===== config.mk =====
export PLATFORM = sky130hd
export DESIGN_NAME = serial_tx_shifter
export DESIGN_NICKNAME = d
export VERILOG_FILES = /design/src/rtl/serial_tx_shifter.sv
export SDC_FILE = /design/constraint.sdc
export NUM_CORES = 1
export LEC_CHECK = 0
export ABC_AREA = 1
export ABC_CLOCK_PERIOD_IN_PS = 1550
export BUFFER_PORTS_ARGS = -buffer_cell sky130_fd_sc_hd__buf_2
export CAP_MARGIN = 10
export CORE_MARGIN = 3
export CORE_UTILIZATION = 35
export DETAILED_ROUTE_END_ITERATION = 8
export GPL_TIMING_DRIVEN = 0
export SYNTH_ARGS = -nofsm -noshare
export SYNTH_HDL_FRONTEND = slang
export SYNTH_SLANG_ARGS = --single-unit

===== constraint.sdc =====
create_clock -name clk -period 1.55 [get_ports clk]
set_clock_uncertainty 0.15 [all_clocks]
set_input_delay 0.0775 -clock clk [delete_from_list [all_inputs] [get_ports clk]]
set_output_delay 0.0775 -clock clk [all_outputs]
set_load 0.01 [all_outputs]

===== src/rtl/serial_tx_shifter.sv =====
// LSB-first serializer with optional even-parity bit, handshake on din_valid/din_ready.
// Define SERIAL_TX_PARITY_EN to append the parity bit after the data bits.
module serial_tx_shifter #(
    parameter int WIDTH = 8
) (
    input  logic             clk,
    input  logic             rst,
    input  logic [WIDTH-1:0] din,
    input  logic             din_valid,
    output logic             din_ready,
    output logic             x,
    output logic             sactive,
    output logic             done,
    output logic [7:0]       frame_cnt
);

    localparam int CW = (WIDTH > 1) ? $clog2(WIDTH) : 1;
    localparam logic [CW-1:0] LAST_BIT = CW'(WIDTH - 1);

`ifdef SERIAL_TX_PARITY_EN
    typedef enum logic [1:0] {IDLE, SHIFT, PARITY} state_t;
`else
    typedef enum logic [1:0] {IDLE, SHIFT} state_t;
`endif

    state_t           state;
    logic [WIDTH-1:0] shreg;
    logic [CW-1:0]    bitcnt;
`ifdef SERIAL_TX_PARITY_EN
    logic             xacc;
`endif

    // shreg[0] is the bit on the wire; it is zero whenever no frame is active.
    assign x         = shreg[0];
    assign din_ready = (state == IDLE);

    always_ff @(posedge clk or posedge rst) begin
        if (rst) begin
            state     <= IDLE;
            shreg     <= '0;
            bitcnt    <= '0;
`ifdef SERIAL_TX_PARITY_EN
            xacc      <= 1'b0;
`endif
            sactive   <= 1'b0;
            done      <= 1'b0;
            frame_cnt <= 8'd0;
        end else begin
            done <= 1'b0;
            case (state)
                IDLE: begin
                    if (din_valid) begin
                        state   <= SHIFT;
                        shreg   <= din;
                        bitcnt  <= '0;
`ifdef SERIAL_TX_PARITY_EN
                        xacc    <= 1'b0;
`endif
                        sactive <= 1'b1;
                    end
                end
                SHIFT: begin
`ifdef SERIAL_TX_PARITY_EN
                    xacc <= xacc ^ shreg[0];
`endif
                    if (bitcnt == LAST_BIT) begin
                        bitcnt <= '0;
`ifdef SERIAL_TX_PARITY_EN
                        // Parity includes the last data bit, which is still on the wire.
                        state  <= PARITY;
                        shreg  <= {{(WIDTH-1){1'b0}}, xacc ^ shreg[0]};
`else
                        state     <= IDLE;
                        shreg     <= '0;
                        sactive   <= 1'b0;
                        done      <= 1'b1;
                        frame_cnt <= frame_cnt + 8'd1;
`endif
                    end else begin
                        bitcnt <= bitcnt + CW'(1);
                        shreg  <= shreg >> 1;
                    end
                end
`ifdef SERIAL_TX_PARITY_EN
                PARITY: begin
                    state     <= IDLE;
                    shreg     <= '0;
                    sactive   <= 1'b0;
                    done      <= 1'b1;
                    frame_cnt <= frame_cnt + 8'd1;
                end
`endif
                default: begin
                    state   <= IDLE;
                    shreg   <= '0;
                    sactive <= 1'b0;
                end
            endcase
        end
    end

endmodule


==> summary.md <==
| Metric | Value |
|---|---|
| Worst setup EP type | flop |
| RSZ-0062 raised after global routing | yes |
| Synthesized cell area | 953 sq um |
| PwrDens | 1600 nW/um^2 |
| DRT met1 WL | 989 um |
| Synth Register Bits | 21 |
| Yosys warns | 0 |
| Chip height | 58.2 um |
| Crit path buf inv count | 1 |
| Htree depth | 1 |
| Core Footprint | 2520 sq um |
| Clock transition at path regs | 0.12 ns |
| Drt initial violations | 10 |
| DRC Markers | 0 |
| Critical Path RT | 1.60 ns |
| Leakage power | 0.673 nW |
| Slew HR | 0.456 |
| Vias | 792 |
| Worst Path Max Fanout | 5 |
| Final nets | 159 |
| Crit Path Class | reg -> reg |
| Share of cells above drive strength 1 | 0.257 |
| ANT cells | 0 |
| Run status | completed |
| DRT Wirelength | 1940 um |
| Final slew viol count | 0 |
| Clock Tree Root | clkbuf_4 |
| Clk_lat worst skew | 0.30 ns |
| Met3 wire len | 86 um |
| Worst hold path type | in -> async |
| TritonCTS Buffers | 3 |
| Net Count, Synth | 121 |
| Synthesized instance count | 107 |
| Fillers | 242 |
| Global route overflow | 0 |
| Critical path's largest stage delay | 0.39 ns |
| First-pass GRT wire length | 3360 um |
| I/O Buffers | 22 |
| Routability cong. | 0.716 |
| Slew at the pin closest to its max-slew limit | 0.815 ns |
| CTS Sinks | 21 |
| Syn_area_per_cell | 8.91 sq um |
| Area grow syn2layout | 33.3% |
| WP data arrival | 1.54 ns |
| Vias in the first global route | 840 |
| Unique masters post-synth | 18 |
| CTS max path bufs | 2 |
| Top sig layer | met4 |
| Die X | 58.2 um |
| Fmax | 0.668 GHz |
| Tmin final | 1.50 ns |
| Final Cycle Share | 0.965 |
| Detail Route Antenna Nets | 0 |
| Overall power | 2.03 mW |
| Die area | 3390 sq um |
| CTS tree | done |
| DP HPWL | 1290 um |
| Io pins | 23 |
| Largest net degree at the start of global routing | 22 |
| Final hold slack | 0.321 ns |
| Hold Fails Final Rpt | 0 |
| DRT Pass-1 Iters | 3 |
| Setup crit start kind | flop |
| CP cell instances | ha_2 -> ha_4 -> nand3_2 -> nor2_4 -> nand3_1 -> nand2_1 -> inv_1 |
| Critical-path top delay cell | dfrtp_1 |
| Starting Density | 0.378 |
| Largest vdd supply drop | 1060 uV |
| Initial antenna violation count | 0 |
| Delay-heaviest family, CP | simple AND/OR/NAND/NOR gates |
| Row cnt | 18 |
| Metal2 WL | 855 um |
| Routed vias/inst | 4.55 |
| Final setup fails | 0 |
| Seq/Total Area, Yosys | 0.551 |
| GRT Resource Usage Total | 0.128 |
| Maxcap violations | 0 |
| Post-DR wirelength/cell | 11.2 um |
-- worst register-to-register path, stage by stage, from the launching register on --
cell	delay (ns)
dfrtp_1	0.39
ha_2	0.21
ha_4	0.18
nand3_2	0.10
nor2_4	0.18
nand3_1	0.08
nand2_1	0.07
inv_1	0.03
-- kinds of logic (layout without fill, tap and decap cells) --
| kind of cell | Yosys count | count (layout) | synth area share |
|---|---|---|---|
| fa+ha+maj | 3 | 3 | 0.0394 |
| simple gates | 50 | 50 | 0.236 |
| xor+xnor | 2 | 2 | 0.0184 |
| compound gates | 18 | 18 | 0.102 |
| flops | 21 | 21 | 0.551 |
| buf+inv | 13 | 50 | 0.0525 |
-- routing by layer --
| layer | vias up | track usage |
|---|---|---|
| met5 | - | 0 |
| met3 | 2 | 0.0200 |
| li1 | 415 | - |
| met2 | 17 | 0.219 |
| met1 | 358 | 0.157 |
| met4 | 0 | 0.0596 |
-- cell usage after synthesis, drive strengths merged --
library cell / instances / area (sq um)
a22o: 2 / 17.5
ha: 3 / 37.5
nand3: 4 / 20.0
xor2: 1 / 8.76
nand3b: 2 / 15.0
dfrtp: 21 / 526
buf: 1 / 5.00
o21ai: 1 / 5.00
a21oi: 15 / 75.1
nor2: 15 / 66.3
xnor2: 1 / 8.76
inv: 12 / 45.0
nor3: 1 / 16.3
nand2: 28 / 108
-- cell type report --
type	count	area, sq um	area share
sequential	21	526	0.413
multi-input combinational	73	414	0.326
timing repair buffer	33	218	0.171
inverter	12	45.0	0.0354
tap	30	37.5	0.0295
clock buffer	4	26.3	0.0207
buffer	1	5.00	0.00394
-- cells in the final DEF (no fill, tap or decap) --
cell,Yosys,routed
a21oi_1,15,14
a21oi_2,0,1
a22o_1,2,2
buf_2,1,23
buf_4,0,1
clkbuf_1,0,1
clkbuf_4,0,3
dfrtp_1,21,21
dlygate4sd3_1,0,10
ha_1,3,1
ha_2,0,1
ha_4,0,1
inv_1,11,11
inv_2,1,1
nand2_1,27,26
nand2_2,1,1
nand2_4,0,1
nand3_1,4,3
nand3_2,0,1
nand3b_1,2,2
nor2_1,13,13
nor2_4,1,2
nor3_4,1,1
o21ai_0,1,1
xnor2_1,1,1
xor2_1,1,1
-- power by group --
group | internal, mW | switching [mW]
sequential | 0.747 | 0.166
clock | 0.100 | 0.158
combinational | 0.388 | 0.470
total | 1.23 | 0.794
-- sequential cells by signal, summed over array words and instances (netlist names) --
name / count
bitcnt: 3
frame_cnt: 8
done: 1
shreg: 8
sactive: 1
-- path summary, 6_finish.rpt --
| check | startpoint | end | slack [ns] | cells after the start |
|---|---|---|---|---|
| max | bitcnt[0] | frame_cnt[5] | 0.05 | 7 |
| min | rst | frame_cnt[4] | 0.32 | 3 |
| max reg2reg | bitcnt[0] | frame_cnt[5] | 0.05 | 7 |
| min reg2reg | shreg[7] | shreg[7] | 0.34 | 2 |
| max in group asynchronous | rst | bitcnt[0] | 0.42 | 3 |
| min in group clk | shreg[7] | shreg[7] | 0.34 | 2 |
-- timing repair --
action	CTS	global route
setup buffers	0	1
gates resized for setup	4	4
endpoints found under the setup margin	5	10
hold buffers	10	0
pin swaps	1	5
endpoints found under the hold margin	29	0
-- through the flow --
| stage | setup WS [ns] | setup TNS, ns | cells | area, sq um | util |
|---|---|---|---|---|---|
| after CTS | 0.0180 | 0 | 173 | 1250 | 0.495 |
| after global placement | 0.00306 | 0 | 159 | 1100 | 0.437 |
| after global routing | -0.0437 | -0.132 | 174 | 1270 | 0.504 |
| after floorplan | 0.113 | 0 | 107 | 953 | - |
| after detailed placement | -0.0280 | -0.0428 | 159 | 1100 | 0.437 |
| final | 0.0536 | 0 | 174 | 1270 | 0.504 |
Note: power is estimated with default switching activity, not from simulation.
